--- src/rtl/alu_issue_stage_if.sv ---
`default_nettype none
// ============================================================================
// Module      : alu_issue_stage_if
// Description : Bundles the request, ALU-facing, result and overflow-status
//               signals of the ALU issue/retire stage.
//               slave  - seen from the issue stage
//               master - seen from the surrounding datapath
// Revision    : 1.0 - initial release
// ============================================================================
interface alu_issue_stage_if;
    // upstream request
    logic        in_valid;
    logic        in_ready;
    logic [3:0]  in_func;
    logic [15:0] in_a;
    logic [15:0] in_b;
    // combinational ALU
    logic [15:0] alu_src1;
    logic [15:0] alu_src2;
    logic        alu_invert_a;
    logic        alu_invert_b;
    logic [1:0]  alu_operation;
    logic [15:0] alu_result;
    logic        alu_zero;
    logic        alu_overflow;
    // downstream result
    logic        out_valid;
    logic        out_ready;
    logic [15:0] out_result;
    logic        out_zero;
    logic        out_ovf;
    logic        out_err;
    // overflow statistics
    logic        ovf_clr;
    logic        ovf_sticky;
    logic [7:0]  ovf_count;

    modport slave (
        input  in_valid, in_func, in_a, in_b,
        input  alu_result, alu_zero, alu_overflow,
        input  out_ready, ovf_clr,
        output in_ready,
        output alu_src1, alu_src2, alu_invert_a, alu_invert_b, alu_operation,
        output out_valid, out_result, out_zero, out_ovf, out_err,
        output ovf_sticky, ovf_count
    );

    modport master (
        output in_valid, in_func, in_a, in_b,
        output alu_result, alu_zero, alu_overflow,
        output out_ready, ovf_clr,
        input  in_ready,
        input  alu_src1, alu_src2, alu_invert_a, alu_invert_b, alu_operation,
        input  out_valid, out_result, out_zero, out_ovf, out_err,
        input  ovf_sticky, ovf_count
    );
endinterface
`default_nettype wire

--- src/rtl/alu_issue_stage.sv ---
`default_nettype none
// ============================================================================
// Module      : alu_issue_stage
// Description : Two-stage issue/retire wrapper around a 16-bit combinational
//               ALU. S1 holds the decoded request and drives the ALU; S2
//               captures result and flags behind a valid/ready handshake.
//               Optional overflow statistics: define ALU_ISSUE_OVF_STATS_EN.
// Revision    : 1.0 - initial release
// ============================================================================
module alu_issue_stage (
    input  logic             clk,
    input  logic             rst_n,
    alu_issue_stage_if.slave bus
);

    localparam logic [3:0] c_FN_AND  = 4'd0;
    localparam logic [3:0] c_FN_OR   = 4'd1;
    localparam logic [3:0] c_FN_ADD  = 4'd2;
    localparam logic [3:0] c_FN_SUB  = 4'd3;
    localparam logic [3:0] c_FN_SLT  = 4'd4;
    localparam logic [3:0] c_FN_NOR  = 4'd5;
    localparam logic [3:0] c_FN_NAND = 4'd6;

    // decoded request
    logic        w_inv_a;
    logic        w_inv_b;
    logic [1:0]  w_op;
    logic        w_illegal;
    logic        w_arith;

    // S1 issue register
    logic        r_s1_valid;
    logic        r_s1_inv_a;
    logic        r_s1_inv_b;
    logic [1:0]  r_s1_op;
    logic [15:0] r_s1_a;
    logic [15:0] r_s1_b;
    logic        r_s1_illegal;
    logic        r_s1_arith;

    // S2 retire register
    logic        r_s2_valid;
    logic [15:0] r_s2_result;
    logic        r_s2_zero;
    logic        r_s2_ovf;
    logic        r_s2_err;

    logic        w_in_ready;
    logic        w_s1_load;
    logic        w_s2_load;
    logic        w_ovf_event;

    // Function code to ALU control lines; illegal codes leave all controls low
    always_comb begin
        w_inv_a   = 1'b0;
        w_inv_b   = 1'b0;
        w_op      = 2'b00;
        w_illegal = 1'b0;
        w_arith   = 1'b0;
        case (bus.in_func)
            c_FN_AND:  w_op = 2'b00;
            c_FN_OR:   w_op = 2'b01;
            c_FN_ADD:  begin w_op = 2'b10; w_arith = 1'b1; end
            c_FN_SUB:  begin w_inv_b = 1'b1; w_op = 2'b10; w_arith = 1'b1; end
            c_FN_SLT:  begin w_inv_b = 1'b1; w_op = 2'b11; end
            c_FN_NOR:  begin w_inv_a = 1'b1; w_inv_b = 1'b1; w_op = 2'b00; end
            c_FN_NAND: begin w_inv_a = 1'b1; w_inv_b = 1'b1; w_op = 2'b01; end
            default:   w_illegal = 1'b1;
        endcase
    end

    // S2 can take from S1 whenever it is empty or being drained this cycle;
    // in_ready deliberately does not look at in_valid.
    assign w_s2_load  = r_s1_valid & (~r_s2_valid | bus.out_ready);
    assign w_in_ready = ~r_s1_valid | ~r_s2_valid | bus.out_ready;
    assign w_s1_load  = bus.in_valid & w_in_ready;
    // arith tag is only set for legal ADD/SUB, so illegal requests never count
    assign w_ovf_event = w_s2_load & r_s1_arith & bus.alu_overflow;

    // S1 issue register: load on accept, empty when its content moves to S2
    always_ff @(posedge clk or negedge rst_n) begin
        if (!rst_n) begin
            r_s1_valid   <= 1'b0;
            r_s1_inv_a   <= 1'b0;
            r_s1_inv_b   <= 1'b0;
            r_s1_op      <= 2'b00;
            r_s1_a       <= 16'h0000;
            r_s1_b       <= 16'h0000;
            r_s1_illegal <= 1'b0;
            r_s1_arith   <= 1'b0;
        end else if (w_s1_load) begin
            r_s1_valid   <= 1'b1;
            r_s1_inv_a   <= w_inv_a;
            r_s1_inv_b   <= w_inv_b;
            r_s1_op      <= w_op;
            r_s1_a       <= bus.in_a;
            r_s1_b       <= bus.in_b;
            r_s1_illegal <= w_illegal;
            r_s1_arith   <= w_arith;
        end else if (w_s2_load) begin
            r_s1_valid   <= 1'b0;
        end
    end

    // S2 retire register: capture ALU outputs, or the forced illegal pattern
    always_ff @(posedge clk or negedge rst_n) begin
        if (!rst_n) begin
            r_s2_valid  <= 1'b0;
            r_s2_result <= 16'h0000;
            r_s2_zero   <= 1'b0;
            r_s2_ovf    <= 1'b0;
            r_s2_err    <= 1'b0;
        end else if (w_s2_load) begin
            r_s2_valid <= 1'b1;
            if (r_s1_illegal) begin
                r_s2_result <= 16'h0000;
                r_s2_zero   <= 1'b1;
                r_s2_ovf    <= 1'b0;
                r_s2_err    <= 1'b1;
            end else begin
                r_s2_result <= bus.alu_result;
                r_s2_zero   <= bus.alu_zero;
                r_s2_ovf    <= r_s1_arith & bus.alu_overflow;
                r_s2_err    <= 1'b0;
            end
        end else if (bus.out_ready) begin
            r_s2_valid <= 1'b0;
        end
    end

    assign bus.in_ready      = w_in_ready;
    assign bus.alu_src1      = r_s1_valid ? r_s1_a     : 16'h0000;
    assign bus.alu_src2      = r_s1_valid ? r_s1_b     : 16'h0000;
    assign bus.alu_invert_a  = r_s1_valid & r_s1_inv_a;
    assign bus.alu_invert_b  = r_s1_valid & r_s1_inv_b;
    assign bus.alu_operation = r_s1_valid ? r_s1_op    : 2'b00;
    assign bus.out_valid     = r_s2_valid;
    assign bus.out_result    = r_s2_result;
    assign bus.out_zero      = r_s2_zero;
    assign bus.out_ovf       = r_s2_ovf;
    assign bus.out_err       = r_s2_err;

`ifdef ALU_ISSUE_OVF_STATS_EN
    logic       r_ovf_sticky;
    logic [7:0] r_ovf_count;

    // Overflow statistics; a clear coinciding with an event leaves that event counted
    always_ff @(posedge clk or negedge rst_n) begin
        if (!rst_n) begin
            r_ovf_sticky <= 1'b0;
            r_ovf_count  <= 8'd0;
        end else if (bus.ovf_clr) begin
            r_ovf_sticky <= w_ovf_event;
            r_ovf_count  <= w_ovf_event ? 8'd1 : 8'd0;
        end else if (w_ovf_event) begin
            r_ovf_sticky <= 1'b1;
            if (r_ovf_count != 8'hFF) begin
                r_ovf_count <= r_ovf_count + 8'd1;
            end
        end
    end

    assign bus.ovf_sticky = r_ovf_sticky;
    assign bus.ovf_count  = r_ovf_count;
`else
    logic w_unused_stats;
    assign w_unused_stats = bus.ovf_clr ^ w_ovf_event;
    assign bus.ovf_sticky = 1'b0;
    assign bus.ovf_count  = 8'd0;
`endif

endmodule
`default_nettype wire

--- src/flat_wrapper.sv ---
// flat-port wrapper written by rule: the top's interface ports become plain ports
module alu_issue_stage_flat 
  (clk, rst_n, bus_in_valid, bus_in_func, bus_in_a, bus_in_b, bus_alu_result, bus_alu_zero, bus_alu_overflow, bus_out_ready, bus_ovf_clr, bus_in_ready, bus_alu_src1, bus_alu_src2, bus_alu_invert_a, bus_alu_invert_b, bus_alu_operation, bus_out_valid, bus_out_result, bus_out_zero, bus_out_ovf, bus_out_err, bus_ovf_sticky, bus_ovf_count);
  alu_issue_stage_if bus_i ();
  input  logic clk;
  input  logic rst_n;
  input wire logic [$bits(bus_i.in_valid)-1:0] bus_in_valid;
  input wire logic [$bits(bus_i.in_func)-1:0] bus_in_func;
  input wire logic [$bits(bus_i.in_a)-1:0] bus_in_a;
  input wire logic [$bits(bus_i.in_b)-1:0] bus_in_b;
  input wire logic [$bits(bus_i.alu_result)-1:0] bus_alu_result;
  input wire logic [$bits(bus_i.alu_zero)-1:0] bus_alu_zero;
  input wire logic [$bits(bus_i.alu_overflow)-1:0] bus_alu_overflow;
  input wire logic [$bits(bus_i.out_ready)-1:0] bus_out_ready;
  input wire logic [$bits(bus_i.ovf_clr)-1:0] bus_ovf_clr;
  output wire logic [$bits(bus_i.in_ready)-1:0] bus_in_ready;
  output wire logic [$bits(bus_i.alu_src1)-1:0] bus_alu_src1;
  output wire logic [$bits(bus_i.alu_src2)-1:0] bus_alu_src2;
  output wire logic [$bits(bus_i.alu_invert_a)-1:0] bus_alu_invert_a;
  output wire logic [$bits(bus_i.alu_invert_b)-1:0] bus_alu_invert_b;
  output wire logic [$bits(bus_i.alu_operation)-1:0] bus_alu_operation;
  output wire logic [$bits(bus_i.out_valid)-1:0] bus_out_valid;
  output wire logic [$bits(bus_i.out_result)-1:0] bus_out_result;
  output wire logic [$bits(bus_i.out_zero)-1:0] bus_out_zero;
  output wire logic [$bits(bus_i.out_ovf)-1:0] bus_out_ovf;
  output wire logic [$bits(bus_i.out_err)-1:0] bus_out_err;
  output wire logic [$bits(bus_i.ovf_sticky)-1:0] bus_ovf_sticky;
  output wire logic [$bits(bus_i.ovf_count)-1:0] bus_ovf_count;
  assign bus_i.in_valid = bus_in_valid;
  assign bus_i.in_func = bus_in_func;
  assign bus_i.in_a = bus_in_a;
  assign bus_i.in_b = bus_in_b;
  assign bus_i.alu_result = bus_alu_result;
  assign bus_i.alu_zero = bus_alu_zero;
  assign bus_i.alu_overflow = bus_alu_overflow;
  assign bus_i.out_ready = bus_out_ready;
  assign bus_i.ovf_clr = bus_ovf_clr;
  assign bus_in_ready = bus_i.in_ready;
  assign bus_alu_src1 = bus_i.alu_src1;
  assign bus_alu_src2 = bus_i.alu_src2;
  assign bus_alu_invert_a = bus_i.alu_invert_a;
  assign bus_alu_invert_b = bus_i.alu_invert_b;
  assign bus_alu_operation = bus_i.alu_operation;
  assign bus_out_valid = bus_i.out_valid;
  assign bus_out_result = bus_i.out_result;
  assign bus_out_zero = bus_i.out_zero;
  assign bus_out_ovf = bus_i.out_ovf;
  assign bus_out_err = bus_i.out_err;
  assign bus_ovf_sticky = bus_i.ovf_sticky;
  assign bus_ovf_count = bus_i.ovf_count;
  alu_issue_stage u_core (.clk(clk), .rst_n(rst_n), .bus(bus_i));
endmodule
--- config.mk ---
export PLATFORM = sky130hd
export DESIGN_NAME = alu_issue_stage_flat
export DESIGN_NICKNAME = d
export VERILOG_FILES = /design/src/rtl/alu_issue_stage_if.sv /design/src/rtl/alu_issue_stage.sv /design/src/flat_wrapper.sv
export SDC_FILE = /design/constraint.sdc
export NUM_CORES = 1
export LEC_CHECK = 0
export CAP_MARGIN = 10
export CORE_UTILIZATION = 38
export CTS_CLUSTER_SIZE = 14
export DETAILED_ROUTE_END_ITERATION = 8
export PLACE_DENSITY_LB_ADDON = 0.12
export SETUP_SLACK_MARGIN = 0.02
export SYNTH_ARGS = -nofsm -noshare
export SYNTH_HDL_FRONTEND = slang
export SYNTH_SLANG_ARGS = --single-unit
--- constraint.sdc ---
create_clock -name clk -period 1.4 [get_ports clk]
set_input_delay 0.14 -clock clk [delete_from_list [all_inputs] [get_ports clk]]
set_output_delay 0.14 -clock clk [all_outputs]
set_load 0.02 [all_outputs]
==> reports/qor.yml, run 1 <==
power:
  p_total_mw: 5.12
  p_int_mw: 3.70
  seqPwrFrac: 0.403
  swShare: 0.277
  clkPwrFrac: 0.320
  peakVddDrop_v: 0.000608
  switchingPower_mw: 1.42
  leakagePower_nw: 1.98
  p_per_area_mw_per_mm2: 1220
  combPwrFrac: 0.277
place:
  place_inst: 427
  post_dp_cell_area_sq_mm: 0.00407
  gp_congestion: 0.732
  place_ws_ns: -0.123
  io_buffers: 114
  dp_hpwl_microns: 4170
final_layout:
  final_net_count: 403
  diodes: 0
  final_cells: 444
  multi_input_comb_area_sq_mm: 0.00117
  fillers: 598
  regArea_sq_mm: 0.00148
  syn_to_final_growth_pct: 51.9
  finalInstanceArea_sq_mm: 0.00419
  drive_gt1_frac: 0.362
cts:
  clock-sinks: 59
  clock_latency_ns: 0.33
  root_buffer: "clkbuf_8"
  cts_buffers: 9
  clk_pin_slew_ns: 0.06
  cts_buffer_depth: 2
  cts_tree: "done"
  h-tree-depth: 3
route:
  drtAntennaViolNets: 0
  drt_pass1_iterations: 4
  viasPerCell: 4.43
  vias: 1965
  wire_per_inst_microns: 13.7
  drt-initial-drc-count: 46
  finalWirelength_microns: 6090
  drc: 0
logic_synthesis:
  synth_cells: 213
  synth_common_cells: "59 x dfrtp_1, 50 x mux2_2, 36 x and2_1"
  synth_seq_cells: 59
  post-synth-top-count-cell: "dfrtp_1"
  ys.flop_type: "dfrtp_1"
  ys.warnings.count: 0
  async_flop_share: 1.00
  synth.distinct_cells: 26
  seq_area_frac_synth: 0.536
  netlist_area_sq_mm: 0.00276
  synth_edf_count: 0
  synth.avg_cell_area_sq_um: 12.9
  synth_top_area_frac: 0.536
  synth_top_area_cell: "dfrtp_1"
  synthTopCellsByArea: "dfrtp_1 54%, mux2_2 20%, and2_1 8.2%"
floorplan:
  core-area_sq_mm: 0.00691
  rows: 30
  start_util: 0.399
  pin_count: 125
  dieArea_sq_mm: 0.00760
  dieWidth_microns: 87.2
  die_h_microns: 87.2
min_path:
  min_path_type: "input port to asynchronous set/reset pin"
worst_setup_path:
  cp_top_family: "flip-flops"
  required_ns: 1.61
  critPathMostFrequentCell: "buf_12"
  slowest_delay_ns: 0.43
  crit_path_end_kind: "flop"
  path_cells: "buf_12 > nand3b_4 > nand2_8 > buf_12 > mux2_2"
  crit_buf_inv: 2
  crit_slowest_cell: "dfrtp_2"
  critPathMaxFanout: 17
  crit_type: "flop to flop"
  cp.arrival_ns: 1.66
  cp-start-kind: "flop"
sta:
  final_max_slew_viol_count: 0
  hold_ws_ns: 0.330
  layout_setup_ws_ns: -0.0488
  setup_viol: 34
  fmax_mhz: 690
  min_period_over_period: 1.03
  skew_ns: 0.00654
  hold_viol: 0
  post-route-min-period_ns: 1.45
  rsz0062_at_grt: "yes"
global_routing:
  grt_pass1_vias: 2024
  antenna_found_initial: 0
  grt_pass1_wl_microns: 9430
  grt_usage: 0.168
  grt_max_degree: 60
  grt_overflow: 0
status:
  status: "finished with violations"
  violations: "negative setup slack"
flow_run:
  drv_cap: 0
-- registers in the layout, summed over array words and instances (netlist names) --
register	count
u_core.r_s1_a	16
u_core.bus.out_result	16
u_core.r_s1_arith	1
u_core.bus.out_zero	1
u_core.bus.out_err	1
u_core.r_s1_inv_a	1
u_core.r_s1_valid	1
u_core.r_s1_inv_b	1
u_core.r_s1_op	2
u_core.bus.out_valid	1
u_core.bus.out_ovf	1
u_core.r_s1_illegal	1
u_core.r_s1_b	16
-- worst min-delay path: stages --
cell and delay [ns]:
dlygate4sd3_1 0.52, buf_2 0.12, buf_12 0.28
-- path summary, 6_finish.rpt --
| check | from | to | slack (ns) | cells past startpoint |
|---|---|---|---|---|
| max reg2reg | u_core.r_s1_valid | u_core.r_s1_b[3] | -0.05 | 5 |
| min | rst_n | u_core.r_s1_b[8] | 0.33 | 3 |
| max in group asynchronous | rst_n | u_core.r_s1_valid | 0.78 | 3 |
| max | u_core.r_s1_valid | u_core.r_s1_b[3] | -0.05 | 5 |
| min in group clk | bus_alu_zero | u_core.bus.out_zero | 0.41 | 3 |
| min reg2reg | u_core.r_s1_b[10] | u_core.r_s1_b[10] | 0.49 | 1 |
-- metrics by stage --
stage | TNS, ns | utilization
5_1_grt | -4.72 | 0.606
4_1_cts | -1.41 | 0.595
6_report | -0.958 | 0.606
2_1_floorplan | 0 | -
3_5_place_dp | -5.68 | 0.589
3_3_place_gp | -5.41 | 0.589
-- power by group through the flow --
stage / logic [mW] / registers [mW] / clock network, mW
after global placement: 1.54 / 2.08 / 0
after floorplan: 0.708 / 2.17 / 0
after detailed placement: 1.55 / 2.10 / 0
after CTS: 1.39 / 2.06 / 1.70
after global routing: 1.52 / 2.09 / 1.77
final: 1.42 / 2.06 / 1.64
-- layout make-up --
cell class | instances | share of cell area
well taps | 96 | 0.0287
clock buffers | 14 | 0.0436
flip-flops and latches | 59 | 0.353
repair buffers | 131 | 0.287
multi-input cells | 142 | 0.279
clock inverters | 1 | 0.00717
inverters | 1 | 0.000897
-- cells by family (layout without fill, tap and decap cells) --
kind of cell | Yosys count | in the layout | share of synthesized area
buf+inv | 20 | 147 | 0.0608
mux | 52 | 52 | 0.212
simple gates | 68 | 68 | 0.157
xor+xnor | 2 | 2 | 0.00636
compound gates | 11 | 11 | 0.0268
other cells | 1 | 9 | 0.00136
flops | 59 | 59 | 0.536
-- layer usage --
layer / GRT usage / routed length [microns]
met1: 0.191 / 2580
met2: 0.274 / 2920
met3: 0.0720 / 522
met4: 0.0760 / 72
met5: 0 / 0
-- layout by cell type (no fill, tap or decap), drive strengths merged, types with 2 or more instances in the layout --
master and n:
clkbuf 15, and2 36, nand2 4, a31oi 3, o21ai 2, buf 53
clkdlybuf4s50 56, and3 2, nor2 3, a22o 2, mux2 52, nor2b 16
conb 9, dlygate4sd2 20, a21oi 2, nand2b 6, dfrtp 59
-- repair_timing --
action,CTS,global route
setup buffers,0,0
resized for setup,177,16
cloned,0,1
setup endpoints to repair,91,70
hold endpoints to repair,59,0
pin swaps,0,1
hold buffers,1,0
(Power assumes the default switching activity.)
==> run 2: changes to the inputs <==
- CTS_CLUSTER_SIZE: 14 -> default
- REMOVE_ABC_BUFFERS: default -> 1
==> reports/qor.yml, run 2 (synthesis results as in run 1) <==
status:
  status: "finished with violations"
  violations: "negative setup slack"
global_routing:
  grt_usage: 0.161  # -0.00734
  grtUsageMet2: 0.265  # -0.00931
  antenna_found_initial: 0  # unchanged
  grt_overflow: 0  # unchanged
  grt_pass1_vias: 1888  # -6.7%
  grt_max_degree: 60  # unchanged
  grt_util_met3: 0.0588  # -0.0133
  grt_busiest_layer: "met2"
  grt_pass1_wl_microns: 9160  # -2.9%
  use_met1: 0.197  # +0.00548
worst_setup_path:
  critPathMaxFanout: 5  # -12
  path_cells: "buf_6 > nand3b_4 > nand2_8 > buf_4 > mux2_2"
  crit_type: "flop to flop"
  r2r_cells: 5  # unchanged
  crit_slowest_cell: "dfrtp_2"
  cp-start-kind: "flop"
  crit_path_end_kind: "flop"
  slowest_delay_ns: 0.43  # about the same
  required_ns: 1.61  # about the same
  cp.arrival_ns: 1.63  # -0.03 ns
sta:
  post-route-min-period_ns: 1.41  # -0.0367 ns
  setup_viol: 12  # -65%
  final_max_slew_viol_count: 0  # unchanged
  fmax_mhz: 708  # +2.6%
  hold_viol: 0  # unchanged
  skew_ns: 0.00792  # +0.00138 ns
  layout_setup_ws_ns: -0.0120  # +0.0367 ns
  min_period_over_period: 1.01  # -0.0262
  rsz0062_at_grt: "yes"
cts:
  clk_pin_slew_ns: 0.07  # about the same
  cts_tree: "done"
  h-tree-depth: 3  # unchanged
  clock-sinks: 59  # unchanged
  root_buffer: "clkbuf_8"
  clock_latency_ns: 0.33  # about the same
  cts_buffer_depth: 2  # unchanged
  cts_buffers: 9  # unchanged
route:
  wire_per_inst_microns: 13.9  # +1.2%
  vias: 2004  # +2.0%
  drc: 0  # unchanged
  viasPerCell: 4.48  # +1.3%
  finalWirelength_microns: 6210  # +1.9%
  drt-initial-drc-count: 50  # +8.7%
  drtAntennaViolNets: 0  # unchanged
  drt_pass1_iterations: 4  # unchanged
min_path:
  min_path_type: "input port to asynchronous set/reset pin"
place:
  gp_congestion: 0.793  # +8.4%
  place_inst: 428  # +0.23%
  dp_hpwl_microns: 4220  # +1.0%
  io_buffers: 114  # unchanged
  place_ws_ns: -0.114  # +0.00939 ns
  post_dp_cell_area_sq_mm: 0.00406  # -0.15%
final_layout:
  drive_gt1_frac: 0.376  # +0.0140
  final_common_cell: "dfrtp_1"
  finalInstanceArea_sq_mm: 0.00427  # +1.9%
  fillers: 592  # -1.0%
  final_cell_mix: "58 x dfrtp_1, 56 x clkdlybuf4s50_1, 37 x mux2_2"
  final_net_count: 405  # +0.50%
  diodes: 0  # unchanged
  final_cells: 447  # +0.68%
  utilization: 0.618  # +0.0114
  syn_to_final_growth_pct: 54.7
power:
  peakVddDrop_v: 0.000691  # +14%
  p_per_area_mw_per_mm2: 1270  # +3.9%
  leakagePower_nw: 2.06  # +3.7%
flow_run:
  drv_cap: 0  # unchanged
floorplan:
  die_h_microns: 87.2  # unchanged
  dieArea_sq_mm: 0.00760  # unchanged
  core-area_sq_mm: 0.00691  # unchanged
  rows: 30  # unchanged
  dieWidth_microns: 87.2  # unchanged
  pin_count: 125  # unchanged
  start_util: 0.399  # unchanged
## run 2: cell count changes in the layout (fill, tap and decap cells not counted), sizes merged
cell	delta
clkinv	+2
bufinv	+2
clkbuf	-3
buf	+2
## run 2: cell type report
class                   count  area, sq um  share of cell area
clock buffers              11          141              0.0331
clock inverters             5          100              0.0235
inverters                   1         3.75            0.000880
multi-input cells         142         1220               0.285
flip-flops and latches     59         1480               0.346
well taps                  96          120              0.0282
repair buffers            133         1200               0.282
## run 2: where the power goes
part,switching [mW],internal (mW)
registers,0.113,1.95
logic,0.690,0.780
clock network,0.661,1.23
total,1.46,3.95
## run 2: stage by stage
| step | hold WS, ns | setup TNS [ns] | power (mW) |
|---|---|---|---|
| 2_1_floorplan | -0.156 | -17.30 | 2.81 |
| 3_3_place_gp | 0.176 | -5.62 | 3.62 |
| 3_5_place_dp | 0.175 | -6.08 | 3.65 |
| 4_1_cts | 0.355 | -0.0199 | 5.39 |
| 5_1_grt | 0.371 | -3.02 | 5.66 |
| 6_report | 0.344 | -0.0968 | 5.42 |
## run 2: path summary, 6_finish.rpt
path / slack [ns] / start / end
min reg2reg: 0.48 / u_core.r_s1_b[10] / u_core.r_s1_b[10]
max in group asynchronous: 0.79 / rst_n / u_core.r_s1_valid
min in group clk: 0.41 / bus_in_b[14] / u_core.r_s1_b[14]
max reg2reg: -0.01 / u_core.r_s1_valid / u_core.r_s1_b[1]
min: 0.34 / rst_n / u_core.r_s1_a[5]
max: -0.01 / u_core.r_s1_valid / u_core.r_s1_b[1]
## run 2: critical path, delay by kind of cell (launching register included)
kind | cells | cell delay [ns]
simple gates | 2 | 0.22
mux | 1 | 0.33
buf+inv | 2 | 0.29
flops | 1 | 0.43
## run 2: per-layer routing
layer | wire length (microns) | vias to the layer above
met4 | 64 | 0
met5 | 0 | -
met3 | 352 | 5
met2 | 3070 | 65
li1 | - | 964
met1 | 2720 | 970
## run 2: timing repair
| action | CTS | global route |
|---|---|---|
| setup endpoints to repair | 91 | 73 |
| cloned | 0 | 1 |
| hold endpoints to repair | 59 | 0 |
| hold buffers | 1 | 0 |
| pin swaps | 0 | 1 |
| setup buffers | 0 | 1 |
| resized for setup | 182 | 25 |
==> run 3: changes to the inputs <==
- CAP_MARGIN: 10 -> 15
- HOLD_SLACK_MARGIN: default -> 0.05
==> results of run 3 <==
The final DEF is identical to that of run 2; final timing and power are the same.
